[config.mk]
export PLATFORM = sky130hd
export DESIGN_NAME = fwd_clk_monitor
export DESIGN_NICKNAME = d
export VERILOG_FILES = /design/src/rtl/fwd_clk_monitor.sv
export SDC_FILE = /design/constraint.sdc
export NUM_CORES = 1
export LEC_CHECK = 0
export BUFFER_PORTS_ARGS = -buffer_cell sky130_fd_sc_hd__buf_2
export CAP_MARGIN = 20
export CORE_UTILIZATION = 42
export DETAILED_ROUTE_END_ITERATION = 7
export PLACE_DENSITY = 0.73
export RECOVER_POWER = 50
export SLEW_MARGIN = 20
export SYNTH_ARGS = -nofsm -noshare
export SYNTH_HDL_FRONTEND = slang
export SYNTH_SLANG_ARGS = --single-unit
[constraint.sdc]
create_clock -name clk -period 2.65 [get_ports clk]
set_input_delay 0.6625 -clock clk [delete_from_list [all_inputs] [get_ports clk]]
set_output_delay 0.6625 -clock clk [all_outputs]
set_load 0.005 [all_outputs]
[src/rtl/fwd_clk_monitor.sv]
// Receive-side monitor for a forwarded clock: counts clk_in rising edges per
// gate window, tracks presence with a small FSM and flags loss stickily.
module fwd_clk_monitor #(
   parameter int GATE_CYCLES = 65536,
   parameter int CNT_W       = 17,
   parameter int MIN_EDGES   = 0,
   parameter int MAX_EDGES   = (1 << CNT_W) - 1,
   parameter int LOSS_CYCLES = 64
) (
   input  logic             clk,
   input  logic             rst,
   input  logic             clk_in,
   input  logic             clear_sticky,
   output logic [CNT_W-1:0] edge_cnt,
   output logic             cnt_valid,
   output logic             clk_present,
   output logic             clk_in_range,
   output logic             loss_sticky
);

   localparam int GATE_W = $clog2(GATE_CYCLES);
   localparam int IDLE_W = $clog2(LOSS_CYCLES + 1);
   localparam logic [GATE_W-1:0] GATE_LAST = GATE_W'(GATE_CYCLES - 1);
   localparam logic [IDLE_W-1:0] IDLE_LAST = IDLE_W'(LOSS_CYCLES - 1);
   localparam logic [CNT_W-1:0]  CNT_MAX   = '1;

   typedef enum logic [1:0] {ABSENT, ACQUIRE, PRESENT} state_t;

   logic              s1, s2, s3;
   logic              rise;
   logic [GATE_W-1:0] gate_cnt;
   logic              gate_end;
   logic [CNT_W-1:0]  run_cnt;
   logic [CNT_W-1:0]  gate_total;
   logic              total_ok;
   logic [IDLE_W-1:0] idle_cnt;
   logic              timeout;
   logic              loss_set;
   state_t            state, state_nxt;

   // s1 is the metastability stage; only s2/s3 feed logic.
   always_ff @(posedge clk or posedge rst) begin
      if (rst) begin
         s1 <= 1'b0;
         s2 <= 1'b0;
         s3 <= 1'b0;
      end else begin
         s1 <= clk_in;
         s2 <= s1;
         s3 <= s2;
      end
   end

   assign rise     = s2 & ~s3;
   assign gate_end = (gate_cnt == GATE_LAST);

   // An edge landing on the gate-end cycle belongs to the closing gate.
   assign gate_total = (rise && run_cnt != CNT_MAX) ? run_cnt + CNT_W'(1) : run_cnt;
   assign total_ok   = (int'(gate_total) >= MIN_EDGES) && (int'(gate_total) <= MAX_EDGES);
   assign timeout    = !rise && (idle_cnt == IDLE_LAST);

   always_ff @(posedge clk or posedge rst) begin
      if (rst) begin
         gate_cnt <= '0;
         run_cnt  <= '0;
         idle_cnt <= '0;
      end else begin
         gate_cnt <= gate_end ? '0 : gate_cnt + GATE_W'(1);
         if (gate_end)
            run_cnt <= '0;
         else
            run_cnt <= gate_total;
         if (rise)
            idle_cnt <= '0;
         else if (idle_cnt != IDLE_LAST)
            idle_cnt <= idle_cnt + IDLE_W'(1);
      end
   end

   always_ff @(posedge clk or posedge rst) begin
      if (rst) begin
         edge_cnt     <= '0;
         cnt_valid    <= 1'b0;
         clk_in_range <= 1'b0;
      end else begin
         cnt_valid <= gate_end;
         if (gate_end) begin
            edge_cnt     <= gate_total;
            clk_in_range <= total_ok;
         end
      end
   end

   always_ff @(posedge clk or posedge rst) begin
      if (rst)
         state <= ABSENT;
      else
         state <= state_nxt;
   end

   // Timeout takes priority over a gate-end decision in the same cycle.
   always_comb begin
      state_nxt = state;
      case (state)
         ABSENT:  if (rise) state_nxt = ACQUIRE;
         ACQUIRE: begin
            if (timeout)
               state_nxt = ABSENT;
            else if (gate_end && total_ok)
               state_nxt = PRESENT;
         end
         PRESENT: begin
            if (timeout)
               state_nxt = ABSENT;
            else if (gate_end && !total_ok)
               state_nxt = ACQUIRE;
         end
         default: state_nxt = ABSENT;
      endcase
   end

   assign clk_present = (state == PRESENT);
   assign loss_set    = (state == PRESENT) && (state_nxt != PRESENT);

   always_ff @(posedge clk or posedge rst) begin
      if (rst)
         loss_sticky <= 1'b0;
      else if (loss_set)
         loss_sticky <= 1'b1;
      else if (clear_sticky)
         loss_sticky <= 1'b0;
   end

endmodule

* Yosys cells after proc, flatten, opt, wreduce, memory -nomap -nowiden
Cells that the tools add are included.
** Operators by class
- Bitwise operators :: 2
- Reductions and logical operators :: 7
- Add/sub/neg operators :: 3
- Equal/unequal tests :: 7
- Multiplexer cells :: 12
** Operators by type and width (number)
- two-way mux 17 bit :: 2
- adder 17 x 1 -> 17 bit (second input constant) :: 1
- inequality test 17 bit (second input constant) :: 1
- adder 16 x 1 -> 16 bit (second input constant) :: 1
- equality test 16 bit (second input constant) :: 1
- two-way mux 16 bit :: 1
- two-way mux 7 bit :: 2
- two-way mux 2 bit :: 4
- adder 7 x 1 -> 7 bit (second input constant) :: 1
- equality test 7 x 6 -> 1 bit (second input constant) :: 1
- inequality test 7 x 6 -> 1 bit (second input constant) :: 1
- case mux 2 bit (3 select lines) :: 1
- nonzero test 2 bit :: 2
- logical AND 1 bit :: 3
- equality test 2 x 1 -> 1 bit (second input constant) :: 1
- equality test 2 bit (second input constant) :: 1
- zero test 2 bit :: 1
- two-way mux 1 bit :: 2
- inequality test 2 bit (second input constant) :: 1
- AND 1 bit :: 1
- zero test 1 bit :: 1
- inverter 1 bit :: 1
** Word-level totals
- Input port bits :: 4
- Output and inout port bits :: 21
- Register bits :: 65
- Logic and storage cells :: 42

* Longest topological paths before layout
Gate-level depths: netlist of the first run.
- Depth after elaboration :: 9
- Depth in mapped cells :: 10
- Depth with buffers taken out :: 8

* Worst setup path after synthesis of the first run
OpenSTA, ideal clock, no wires.
- Kind :: reg-to-reg
- Start point :: reg run_cnt[0]
- End point :: reg edge_cnt[13]
- Setup time :: 82 ps
- Stages on the path, launching flop included :: 10
- Required time :: 2568 ps
- Setup slack :: 133 ps
- Period minus slack after synthesis :: 2517 ps
- Path buffers :: 1
- Arrival time :: 2435 ps
- Path through :: dfrtp_1 ha_1 nand3_1 nor4_1 ha_1 or3b_1 buf_2 or3_4 or3_1 a31oi_1
** Between the ends
- Longest elaborated chain between the ends :: 3
- Elaborated cells between the ends (all ways) :: 4
- Those cells by class :: 1 x add/sub; 1 x eq/ne; 1 x mux; 1 x reduce/logical
** RTL lines
- from (decl) :: line 33 : logic [CNT_W-1:0] run_cnt;
- from (signal assigned) :: line 72 : run_cnt <= gate_total;
- branches (longest 2 deep; another with adder 17 x 1 -> 17 bit)
- two-way mux 17 bit (*) :: line 58 : assign gate_total = (rise && run_cnt != CNT_MAX) ? run_cnt + CNT_W'(1) : run_cnt;
- to (signal assigned) :: line 88 : edge_cnt <= gate_total;
- to (decl) :: line 14 : output logic [CNT_W-1:0] edge_cnt,
Mark *: on every way between the ends.
A chain may end at the register's enable or synchronous reset.

* Worst setup path in the final report of the first run
- Start point :: reg run_cnt[11]
- End point :: reg edge_cnt[14]
Same word-level chain as after synthesis.

==> results.toml, run 1 <==
[synth]
synthTopCellsByArea = "dfrtp_1 57%, xnor2_1 4.3%, mux2_2 3.1%"
syn_area_um2 = 2880
synth_enable_flop_cells = 0
yosysWarnings = 0
synth_top_area_cell = "dfrtp_1"
synthDistinctLibCells = 42
synthFlopType = "dfrtp_1"
seq_area_frac_synth_pct = 56.5
synth_nets = 267
ys_ff_latch = 65
postSynth.asyncResetShare_pct = 100
syn-instance-count = 259
syn_area_per_cell_um2 = 11.1
synth_top_area_share_pct = 56.5

[die]
die_area_um2 = 7180
core_area_um2 = 6490
die_y_um = 84.8
io_pins = 25
row_count = 29
initial_core_util_pct = 44.3
die_w_um = 84.8

[clock_network]
insertion_delay_ns = 0.34
cts_tree = "done"
cts_max_level = 3
clock_path_buffers = 2
clockRootBuffer = "clkbuf_8"
clkTransAtPathRegs_ns = 0.07
clock_sinks = 65
cts_buffers = 9

[run_status]
violations = "design-rule violations"
status = "complete, but fails checks"

[placement]
gp_congestion = 0.790
port_buffers = 24
dpl_cell_area_um2 = 3160
dp_hpwl_um = 3720
dp.cells = 364

[cells_and_area]
fin_cells = 380
syn2layout_area_growth_pct = 17.5
drive_gt1_share_pct = 21.5
final_cell_area_um2 = 3380
fin_nets = 307
n_antenna_cell = 0

[drt]
routed_wl_um = 5340
drtIter0Drc = 86
drt_pre_antenna_iters = 7
vias_per_cell = 5.36
final_antenna_net_count = 0
wl_per_cell_um = 14.1
drc = 1
vias = 2037

[global_routing]
grt_pass1_vias = 2044
track_usage_pct = 16.9
grt_start_max_net_pins = 40
grt-ovfl-total = 0
grt_pass1_wl_um = 9250
antenna_found_initial = 0

[worst_setup_path]
crit_fanout = 6
start_kind = "flop"
endpoint_kind = "flop"
path_class = "flop to flop"
crit_required_ns = 2.90
reg2reg_setup_slack_ns = 0.12
cp.arrival_ns = 2.78

[sta]
fin_crit_sh_pct = 95.3
whs_ns = 0.349
slew-limit-headroom_pct = 35.9
hold_viol = 0
finalSetupViolCount = 0
fin_crit_ns = 2.53
max_freq_ghz = 0.396
slew_viol_final = 0
tightest_slew_ns = 0.962
fin_skew_ns = 0.00563

[power_and_ir_drop]
p_leak_nw = 1.59
ir_drop_mv = 0.350
p_per_area_nw_per_um2 = 652

[min_path]
hp-class = "flop to flop"

[job]
maxCapViolations = 0
## per-layer routing
metal / GRT usage, % / share of wire, % / up-vias / routed length (µm)
met5: 0 / 0 / - / 0
met4: 8.01 / 1.9 / 0 / 102
met3: 6.39 / 4.7 / 10 / 251
met2: 25.9 / 47 / 47 / 2500
met1: 21.2 / 47 / 992 / 2490
li1: - / - / 988 / -
## per-stage QoR
step           power, mW  setup slack [ns]  TNS, ns  util (%)
2_1_floorplan       1.27             0.133        0         -
3_3_place_gp        1.32             0.157        0      48.6
3_5_place_dp        1.33            0.0691        0      48.6
4_1_cts             2.23            0.0594        0      51.9
5_1_grt             2.32           -0.0255  -0.0255      52.0
6_report            2.20             0.124        0      52.0
## worst max-delay path, cell delays in order, from the launching register on
cell	delay, ns
dfrtp_1	0.41
and4_1	0.24
nand4_1	0.13
nor4_1	0.07
ha_1	0.19
or3b_4	0.44
nor3_1	0.26
or3b_2	0.49
a31oi_1	0.22
## layout by cell type (no fill, tap or decap), types with 2 or more instances in the layout
| master | instances |
|---|---|
| xor2_1 | 9 |
| dfrtp_1 | 64 |
| nand2_1 | 18 |
| a21oi_1 | 13 |
| nor3b_1 | 2 |
| mux2_2 | 8 |
| o41ai_1 | 2 |
| nor4_2 | 2 |
| nor2b_1 | 2 |
| buf_4 | 9 |
| nand3_1 | 10 |
| nor4_1 | 3 |
| nand2b_1 | 3 |
| clkbuf_8 | 13 |
| o21ai_0 | 7 |
| xnor2_1 | 14 |
| inv_1 | 14 |
| nand4_1 | 11 |
| and2_1 | 10 |
| buf_2 | 24 |
| or3_1 | 5 |
| mux2i_1 | 7 |
| nor3_1 | 6 |
| a31oi_1 | 4 |
| and3_1 | 2 |
| ha_1 | 4 |
| nor2_1 | 16 |
## kinds of logic (layout without fill, tap and decap cells)
group           after synthesis  count (layout)  share of synthesized area, %
buf+inv                      21              65                          3.22
mux                          15              15                          5.57
compound gates               33              33                          7.05
fa+ha+maj                     4               4                          1.74
flops                        65              65                          56.5
xor+xnor                     23              23                          7.00
simple gates                 98              98                          18.9
## sequential cells by signal, summed over array words and instances, names as in the netlist
signal and flops:
s2 1, s1 1, edge_cnt 17, cnt_valid 1
s3 1, idle_cnt 7, loss_sticky 1, run_cnt 17
gate_cnt 16, clk_in_range 1, state 2
## layout make-up
type	count	area (µm²)
Clock buffer	13	179
Clock inverter	2	35.0
Fill cell	564	3120
Inverter	15	56.3
Multi-Input combinational cell	173	1170
Sequential cell	65	1630
Tap cell	77	96.3
Timing Repair Buffer	35	213
## where the power goes
part	switching [mW]	internal [mW]	total (mW)
Sequential	0.0610	1.05	1.11
Clock	0.361	0.530	0.891
Combinational	0.112	0.0851	0.197
## worst paths after layout
| kind | start | to | cells past startpoint |
|---|---|---|---|
| max in group asynchronous | rst | run_cnt[15]$_DFF_PP0_ | 3 |
| max reg2reg | run_cnt[11]$_DFF_PP0_ | edge_cnt[14]$_DFFE_PP0N_ | 8 |
| min in group asynchronous | rst | run_cnt[0]$_DFF_PP0_ | 2 |
| max | run_cnt[11]$_DFF_PP0_ | edge_cnt[14]$_DFFE_PP0N_ | 8 |
| min | s1$_DFF_PP0_ | s2$_DFF_PP0_ | 0 |
| min reg2reg | s1$_DFF_PP0_ | s2$_DFF_PP0_ | 0 |
## what timing repair did
item                                    4_1_cts  5_1_grt
hold buffers                                  0        0
resized for setup                             0        4
buffers inserted                              0        1
endpoints found under the setup margin        0       12
## cells in the mapped netlist, types with 2 or more instances
cell type,n
a21oi_1,13
a31oi_1,4
and2_1,10
and3_1,2
buf_2,2
buf_4,3
dfrtp_1,65
ha_1,4
inv_1,14
mux2_2,8
mux2i_1,7
nand2_1,18
nand2b_1,3
nand3_1,10
nand4_1,11
nor2_1,16
nor2b_1,2
nor3_1,6
nor3b_1,2
nor4_1,5
o21ai_0,7
o41ai_1,2
or3_1,5
xnor2_1,14
xor2_1,9
Power figures use the tool's default switching activity.
==> run 2: changes to the inputs <==
Settings changed: BUFFER_PORTS_ARGS -buffer_cell sky130_fd_sc_hd__buf_2 to -buffer_cell sky130_fd_sc_hd__buf_4, CORE_MARGIN set to 1.
==> results.toml, run 2 (synthesis results as in run 1) <==
[run_status]
status = "complete, but fails checks"
violations = "design-rule violations"

[die]
die_w_um = 84.8
io_pins = 25
die_area_um2 = 7180
initial_core_util_pct = 44.3
core_area_um2 = 6490
die_y_um = 84.8
row_count = 29

[sta]
slew_viol_final = 0
hold_viol = 0
fin_crit_ns = 2.50
finalWorstSetupSlack_ns = 0.147
slew-limit-headroom_pct = 35.5
fin_crit_sh_pct = 94.4
max_freq_ghz = 0.400
finalSetupViolCount = 0
fin_skew_ns = 0.00653
tightest_slew_ns = 0.968
rsz0062_at_grt = "false"
fin_tns_setup_ns = 0

[cells_and_area]
drive_gt1_share_pct = 18.9
final_common_cell = "dfrtp_1"
reg_top3 = "edge_cnt: 17 flops, run_cnt: 17 flops, gate_cnt: 16 flops"
syn2layout_area_growth_pct = 16.4
fin_nets = 307
mostFrequentLayoutCells = "65 x dfrtp_1, 32 x buf_4, 18 x nand2_1"
n_antenna_cell = 0
nFillCells = 570

[worst_setup_path]
crit_fanout = 4
endpoint_kind = "flop"
path_class = "flop to flop"
crit_required_ns = 2.91
start_kind = "flop"
cp.arrival_ns = 2.76

[clock_network]
insertion_delay_ns = 0.34
clock_path_buffers = 2
cts_max_level = 3
post_cts_resized = 0
clockRootBuffer = "clkbuf_8"
cts_tree = "done"
clkTransAtPathRegs_ns = 0.07
clock_sinks = 65
holdBufCountCts = 0
cts_buffers = 9
cts_setup_buffers = 0

[power_and_ir_drop]
ir_drop_mv = 0.487
pwr-share-clk_pct = 34.2
p_leak_nw = 1.55
p_seq_share_pct = 55.7
p_comb_share_pct = 10.1
cellInternalPower_mw = 1.49
swShare_pct = 25.7
p_per_area_nw_per_um2 = 598
switchingPower_mw = 0.515

[drt]
drc = 1
drtIter0Drc = 93
vias = 2012
wl_per_cell_um = 13.8
final_antenna_net_count = 0
drt_pre_antenna_iters = 6
vias_per_cell = 5.32
routed_wl_um = 5230

[global_routing]
antenna_found_initial = 0
grt_start_max_net_pins = 41
grt_pass1_wl_um = 8860
grt-ovfl-total = 0
track_usage_pct = 16.1
grt_pass1_vias = 1933

[job]
maxCapViolations = 0

[min_path]
hp-class = "flop to flop"

[placement]
dp_hpwl_um = 3650
port_buffers = 24
gp_congestion = 0.810
dpl_worst_slack_ns = 0.165
## run 2: changes by cell type in the layout (fill, tap and decap cells not counted), sizes merged
cell and change:
buf -2, clkbuf +1, bufinv -1
## run 2: area by class of cell
type	count	area (µm²)	share of cell area (%)
flip-flops and latches	65	1630	48.6
well taps	77	96.3	2.88
repair buffers	35	260	7.78
multi-input cells	173	1160	34.6
clock buffers	12	145	4.34
inverters	15	56.3	1.68
clock inverters	1	5.00	0.150
## run 2: final timing paths
| check | startpoint | endpoint | slack [ns] | cells past startpoint |
|---|---|---|---|---|
| min in group asynchronous | rst | s1$_DFF_PP0_ | 0.53 | 2 |
| max in group asynchronous | rst | gate_cnt[12]$_DFF_PP0_ | 0.66 | 3 |
| max reg2reg | run_cnt[10]$_DFF_PP0_ | edge_cnt[13]$_DFFE_PP0N_ | 0.15 | 8 |
| min reg2reg | s1$_DFF_PP0_ | s2$_DFF_PP0_ | 0.35 | 0 |
| max | run_cnt[10]$_DFF_PP0_ | edge_cnt[13]$_DFFE_PP0N_ | 0.15 | 8 |
| min | s1$_DFF_PP0_ | s2$_DFF_PP0_ | 0.35 | 0 |
## run 2: critical path, cell delays in order (launching register included)
cell,delay (ns)
dfrtp_1,0.41
and4_1,0.24
nand4_1,0.14
nor4_1,0.07
ha_1,0.18
or3b_1,0.44
or3_4,0.42
or3_1,0.37
a31oi_1,0.16
## run 2: metal layers
metal  vias to the layer above  track usage, %  share of wire, %
met3                         7            6.10               4.1
met5                         -               0                 0
met1                       986            20.6                48
met4                         0            6.32               1.5
li1                        984               -                 -
met2                        35            24.8                47
## run 2: power groups by stage
stage               logic (mW)  registers [mW]  clock network, mW
finish                   0.201            1.12              0.686
global route             0.231            1.12              0.748
CTS                      0.206            1.11              0.704
detailed placement       0.204            1.13                  0
global placement         0.198            1.13                  0
floorplan                0.155            1.12                  0
## run 2: through the flow
stage | hold WS, ns | total power [mW] | util (%) | std cells | area (µm²)
global route | 0.370 | 2.10 | 51.5 | 378 | 3350
CTS | 0.352 | 2.02 | 51.8 | 378 | 3360
global placement | 0.336 | 1.33 | 49.5 | 365 | 3210
floorplan | 0.331 | 1.27 | - | 259 | 2880
finish | 0.350 | 2.00 | 51.5 | 378 | 3350
detailed placement | 0.338 | 1.34 | 49.5 | 365 | 3210
